`src/rtl/display_scheduler.sv`:
```
// Display scheduler: digit-scan cadence, page select (time/alarm/stopwatch),
// edit-digit blink and alarm-ring flash for the shared 4-digit 7-seg display.
// Ports: CP50 clock, CR sync active-high reset, KEY_NEXT page key,
//   ALARM_RING/EDIT_EN/EDIT_DIG display modifiers, TIME_HEX/ALARM_HEX/SW_HEX
//   page sources (digit n in [7n+6:7n]); Choose active-low digit enables,
//   HEX segment code (7F blank), PAGE current stored page.
module display_scheduler #(
  parameter int SCAN_DIV  = 50000,
  parameter int BLINK_DIV = 25000000
) (
  input  logic        CP50,
  input  logic        CR,
  input  logic        KEY_NEXT,
  input  logic        ALARM_RING,
  input  logic        EDIT_EN,
  input  logic [1:0]  EDIT_DIG,
  input  logic [27:0] TIME_HEX,
  input  logic [27:0] ALARM_HEX,
  input  logic [27:0] SW_HEX,
  output logic [3:0]  Choose,
  output logic [6:0]  HEX,
  output logic [1:0]  PAGE
);

  localparam int SW = (SCAN_DIV > 1) ? $clog2(SCAN_DIV) : 1;
  localparam int BW = (BLINK_DIV > 1) ? $clog2(BLINK_DIV) : 1;
  localparam logic [SW-1:0] SCAN_LAST = SW'(SCAN_DIV - 1);
  localparam logic [BW-1:0] BLINK_LAST = BW'(BLINK_DIV - 1);

  typedef enum logic [1:0] {
    PG_TIME  = 2'b00,
    PG_ALARM = 2'b01,
    PG_SW    = 2'b10
  } page_t;

  page_t         page;
  logic [SW-1:0] scan_cnt;
  logic [BW-1:0] blink_cnt;
  logic          phase;
  logic [1:0]    idx;
  logic          key_q;

  logic          slot_end;
  logic          blink_end;
  logic          key_rise;
  logic [1:0]    nxt;
  logic [27:0]   src;
  logic [6:0]    field;
  logic          dark;

  assign slot_end  = (scan_cnt == SCAN_LAST);
  assign blink_end = (blink_cnt == BLINK_LAST);
  // key_q resets high so a key held through reset is not an edge
  assign key_rise  = KEY_NEXT & ~key_q;
  assign nxt       = idx + 2'd1;
  assign PAGE      = page;

  // ringing alarm always shows the time, whatever page is stored
  always_comb begin
    src = TIME_HEX;
    if (!ALARM_RING) begin
      case (page)
        PG_ALARM: src = ALARM_HEX;
        PG_SW:    src = SW_HEX;
        default:  src = TIME_HEX;
      endcase
    end
  end

  always_comb begin
    field = src[6:0];
    case (nxt)
      2'd0: field = src[6:0];
      2'd1: field = src[13:7];
      2'd2: field = src[20:14];
      2'd3: field = src[27:21];
      default: field = src[6:0];
    endcase
  end

  assign dark = phase & (ALARM_RING | (EDIT_EN & (EDIT_DIG == nxt)));

  // page FSM; edges seen while ringing are dropped, not deferred
  always_ff @(posedge CP50) begin
    if (CR) begin
      page  <= PG_TIME;
      key_q <= 1'b1;
    end else begin
      key_q <= KEY_NEXT;
      case (page)
        PG_TIME:  if (key_rise && !ALARM_RING) page <= PG_ALARM;
        PG_ALARM: if (key_rise && !ALARM_RING) page <= PG_SW;
        PG_SW:    if (key_rise && !ALARM_RING) page <= PG_TIME;
        default:  page <= PG_TIME;
      endcase
    end
  end

  always_ff @(posedge CP50) begin
    if (CR) begin
      blink_cnt <= '0;
      phase     <= 1'b0;
    end else if (blink_end) begin
      blink_cnt <= '0;
      phase     <= ~phase;
    end else begin
      blink_cnt <= blink_cnt + 1'b1;
    end
  end

  // outputs load the upcoming digit on the edge closing a slot
  always_ff @(posedge CP50) begin
    if (CR) begin
      scan_cnt <= '0;
      idx      <= 2'd0;
      Choose   <= 4'b1110;
      HEX      <= 7'h7F;
    end else if (slot_end) begin
      scan_cnt <= '0;
      idx      <= nxt;
      Choose   <= ~(4'b0001 << nxt);
      HEX      <= dark ? 7'h7F : field;
    end else begin
      scan_cnt <= scan_cnt + 1'b1;
    end
  end

endmodule

```
`config.mk`:
```
export PLATFORM = sky130hd
export DESIGN_NAME = display_scheduler
export DESIGN_NICKNAME = d
export VERILOG_FILES = /design/src/rtl/display_scheduler.sv
export SDC_FILE = /design/constraint.sdc
export NUM_CORES = 1
export LEC_CHECK = 0
export CORE_MARGIN = 2
export CORE_UTILIZATION = 42
export DETAILED_ROUTE_END_ITERATION = 7
export HOLD_SLACK_MARGIN = 0.1
export PLACE_DENSITY = 0.87
export SYNTH_ARGS = -nofsm -noshare
export SYNTH_HDL_FRONTEND = slang
export SYNTH_SLANG_ARGS = --single-unit
```
`constraint.sdc`:
```
create_clock -name CP50 -period 1.6 [get_ports CP50]
set_input_delay 0.4 -clock CP50 [delete_from_list [all_inputs] [get_ports CP50]]
set_output_delay 0.4 -clock CP50 [all_outputs]
set_load 0.1 [all_outputs]
```
==> impl.org <==
** Status
- Run status :: finished with violations
- Violated checks :: setup timing

** Clocking
- Number of buffers created by CTS :: 9
- Clk slew on worst S/H paths :: approximately 0.07 ns
- Clock tree synthesis selected as its root buffer the cell sky130_fd_sc_hd__clkbuf_8.
- The H-tree was split into 3 levels.
- TritonCTS built the clock tree.
- Sinks on the clock net :: between 50 and 60
- Bufs on Longest Clock Path :: 2
- Skew-Pair Late Insertion Delay :: approximately 0.35 ns

** Placement
- Input and output buffers added on the ports amount to ~100.
- Pre-CTS setup slack :: -0.288 ns
- Routability-driven placement finished with a final weighted congestion of between 0.8 and 0.9.
- Once detailed placement completed, the half-perimeter wirelength came to approximately 7500 µm.
- Cell area after placement :: a little under 5000 µm²

** Power
- In this run the static leakage power is about 2.2 nW.
- Pwr per Cell Area :: 636 nW/µm²
- Power comes to ~3.5 mW.
- Maximum vdd drop :: roughly 0.70 mV

** Cells and area
- Final Net Count :: 627
- 0 antenna diodes ended up in the layout.
- Core Util, Final :: approximately three quarters
- The layout has ~460 filler cells.
- Leaving out fill and tap cells, the most frequent cell in the layout is sky130_fd_sc_hd__clkdlybuf4s50_1.
- Final standard cell area without fillers :: 5540 µm²
- The library cells used most frequently in the layout, excluding fill and tap cells, are sky130_fd_sc_hd__clkdlybuf4s50_1 (90), sky130_fd_sc_hd__nor2_1 (68), sky130_fd_sc_hd__buf_4 (51), sky130_fd_sc_hd__dfxtp_1 (40), sky130_fd_sc_hd__xor2_1 (23).
- Layout area overhead :: 74.2%
- Fraction of final layout cells sized beyond drive strength 1 :: slightly above 30%

** Logic synthesis
- Post-synthesis cell type count :: 46
- Number of synthesis warnings :: 0
- Post-synth ARST share :: 0%
- Post-synthesis register bit count :: 58
- The biggest area contributor in the post-synthesis netlist is sky130_fd_sc_hd__dfxtp_1.
- Synth Cell Area :: about 3200 µm²
- Post-Syn Instances :: ~370
- The top cell type by area accounts for between 30% and 40% of the synthesized area.
- Each instance of the synthesized netlist takes up on average approximately 8.7 µm².
- Net count after synthesis :: roughly 470
- Counting flops with a built-in enable in the synthesized netlist gives 0.
- Synth Flop Type :: sky130_fd_sc_hd__dfxtp_1
- Part of the Yosys area used for sequential elements :: between 30% and 40%
- Leading cell types by total area after synthesis :: sky130_fd_sc_hd__dfxtp_1 (37%), sky130_fd_sc_hd__nor2_1 (8.1%), sky130_fd_sc_hd__xor2_1 (6.3%), sky130_fd_sc_hd__xnor2_1 (5.0%), sky130_fd_sc_hd__ha_1 (4.3%)

** Die
- The initialized floorplan defines 31 standard-cell rows.
- From bottom edge to top edge, the die measures 91.0 µm.
- Starting utilization of the core area :: 43.6%
- Horizontal die dimension :: between 90 and 100 µm
- Area of the core :: around 7300 µm²
- Total I/O pin count :: 104
- DIE AREA :: about 8300 µm²

** Timing
- For the pin with the worst max-slew slack, the measured transition is around 0.56 ns.
- Max-slew violations :: 0
- Rel. slew slack :: around 63%
- Final worst path period need :: ~1.7 ns
- The count of final hold-check violations was 0.
- In the post-route analysis, the smallest setup slack over all paths is -0.148 ns.
- After layout, the worst path uses 109% of the clock period.
- Setup violations remaining at the end of the flow were counted as 7.
- FMAX :: ~570 MHz
- Setup repair after global routing could not meet its margin everywhere.
- Largest clock skew in the final design :: 0.0131 ns
- Summed over all failing endpoints, the final setup total negative slack is -0.593 ns.

** Global routing
- Largest net degree at the start of global routing :: 20
- Via count of the first global-routing pass :: 3,663
- Total track usage :: 25.7%
- The number of antenna violations at the first check in global routing is 0.
- Remaining global-route overflow :: 0
- The first global-routing pass estimated between 15,000 and 20,000 µm of wire.

** Critical path
- The critical path in this run is classified as reg -> reg.
- CP peak stage delay :: approximately 0.38 ns
- The number of cells on the worst reg-to-reg path is 8.
- At the worst endpoint, the required time is roughly 1.8 ns.
- Kind of end point of the critical path :: flip-flop
- Sum of buffers and inverters on the critical path :: 2
- Slowest-stage cell, CP :: sky130_fd_sc_hd__dfxtp_4
- Walking the worst path, the cells encountered are inv_4 > ha_4 > nand2b_4 > buf_12 > a221oi_2 > o22ai_1 > o21bai_1 > a31oi_1.
- The worst setup path is launched from a flip-flop.
- The cell family contributing the most delay on the critical path is compound AO/OA/AOI/OAI gates.
- Along the worst path, the maximum fanout reaches 4.
- Arrival @ worst endpoint :: ~2.0 ns
- Stages on worst setup path :: 8

** Routing
- Remaining DRCs :: 0
- Across all layers, the routed design uses ~3,600 vias.
- Summed over all layers, the routed wires come to 12,200 µm.
- The detailed router finished its first iteration with between 200 and 300 violations.
- Using the TritonRoute via totals, the vias-per-cell ratio works out to ~5.8.
- The detail route stage leaves a number of antenna-violating nets equal to 0.
- Drt first pass iters :: 4
- WL/cell :: slightly below 20 µm

** Min path
- Worst min path class :: reg -> reg
- The worst hold path passes through 2 cells.

** Job
- Across the run, the number of max-cap violations was 0.
## Yosys cell counts, types with 5 or more instances
cell	count
sky130_fd_sc_hd__nor2_1	69
sky130_fd_sc_hd__dfxtp_1	58
sky130_fd_sc_hd__xor2_1	23
sky130_fd_sc_hd__xnor2_1	18
sky130_fd_sc_hd__nand3_1	17
sky130_fd_sc_hd__a22oi_1	15
sky130_fd_sc_hd__a22o_1	14
sky130_fd_sc_hd__clkbuf_1	12
sky130_fd_sc_hd__nand2_1	12
sky130_fd_sc_hd__ha_1	11
sky130_fd_sc_hd__inv_1	10
sky130_fd_sc_hd__o22ai_1	8
sky130_fd_sc_hd__a221o_1	7
sky130_fd_sc_hd__a221oi_1	7
sky130_fd_sc_hd__a31oi_1	7
sky130_fd_sc_hd__nand4_1	7
sky130_fd_sc_hd__o211ai_1	7
sky130_fd_sc_hd__o21ai_0	7
sky130_fd_sc_hd__o21bai_1	7
sky130_fd_sc_hd__and3_1	6
sky130_fd_sc_hd__nor4_1	5
## cells by family (layout without fill, tap and decap cells)
family                     after synthesis  in the layout  share of synthesized area, %
and+or+nand+nor                        139            139                          22.6
AOI/OAI and AO/OA                       85             85                          20.2
DFF                                     58             58                          36.5
xor gates and xnor gates                41             41                          11.3
buffers and inverters                   31            195                          4.68
adders and majority gates               11             11                          4.33
muxes                                    1              1                         0.315
## per-layer routing
| metal | global-route usage [%] | wire length [µm] | up-vias |
|---|---|---|---|
| met5 | 0 | 0 | - |
| met2 | 48.0 | 6430 | 209 |
| met1 | 27.3 | 4370 | 1724 |
| met3 | 6.56 | 930 | 39 |
| li1 | - | - | 1649 |
| met4 | 10.2 | 426 | 0 |
## worst paths after layout
path / startpoint / endpoint / slack, ns
max: PAGE[0] / HEX[0] / -0.15
min: scan_cnt[15] / scan_cnt[15] / 0.50
max reg2reg: PAGE[0] / HEX[0] / -0.15
min reg2reg: scan_cnt[15] / scan_cnt[15] / 0.50
## stage by stage
step,std cells,hold slack (ns)
after detailed placement,599,0.494
after CTS,621,0.461
after global routing,629,0.529
final,629,0.505
after global placement,599,0.456
after floorplan,366,0.441
## report_power, final
part	switching [mW]	internal, mW	total, mW
sequential	0.0177	1.46	1.47
combinational	0.178	0.314	0.492
clock	0.596	0.962	1.56
## worst min-delay path: stages (launching register included)
cell                      delay (ns)
sky130_fd_sc_hd__dfxtp_1        0.33
sky130_fd_sc_hd__xor2_1         0.07
sky130_fd_sc_hd__nor2_1         0.07
## sequential cells by signal, indices dropped and copies added (netlist names)
name / flops
HEX: 7
Choose: 4
phase: 1
PAGE: 2
scan_cnt: 16
idx: 2
key_q: 1
blink_cnt: 25
## area by class of cell
cell class / instances / area [µm²] / area share, %
multi-input combinational: 277 / 2160 / 39.0
timing repair buffer: 169 / 1790 / 32.3
sequential: 58 / 1200 / 21.6
clock buffer: 12 / 155 / 2.80
tap: 99 / 124 / 2.24
clock inverter: 4 / 73.8 / 1.33
inverter: 10 / 42.5 / 0.768
## timing repair
| item | 4_1_cts | 5_1_grt |
|---|---|---|
| hold buffers | 0 | 0 |
| gates cloned | 0 | 2 |
| gates resized for setup | 12 | 48 |
| setup buffers | 6 | 6 |
| pin swaps | 9 | 10 |
| setup endpoints to repair | 52 | 52 |
Note: power is estimated with default switching activity, not from simulation.
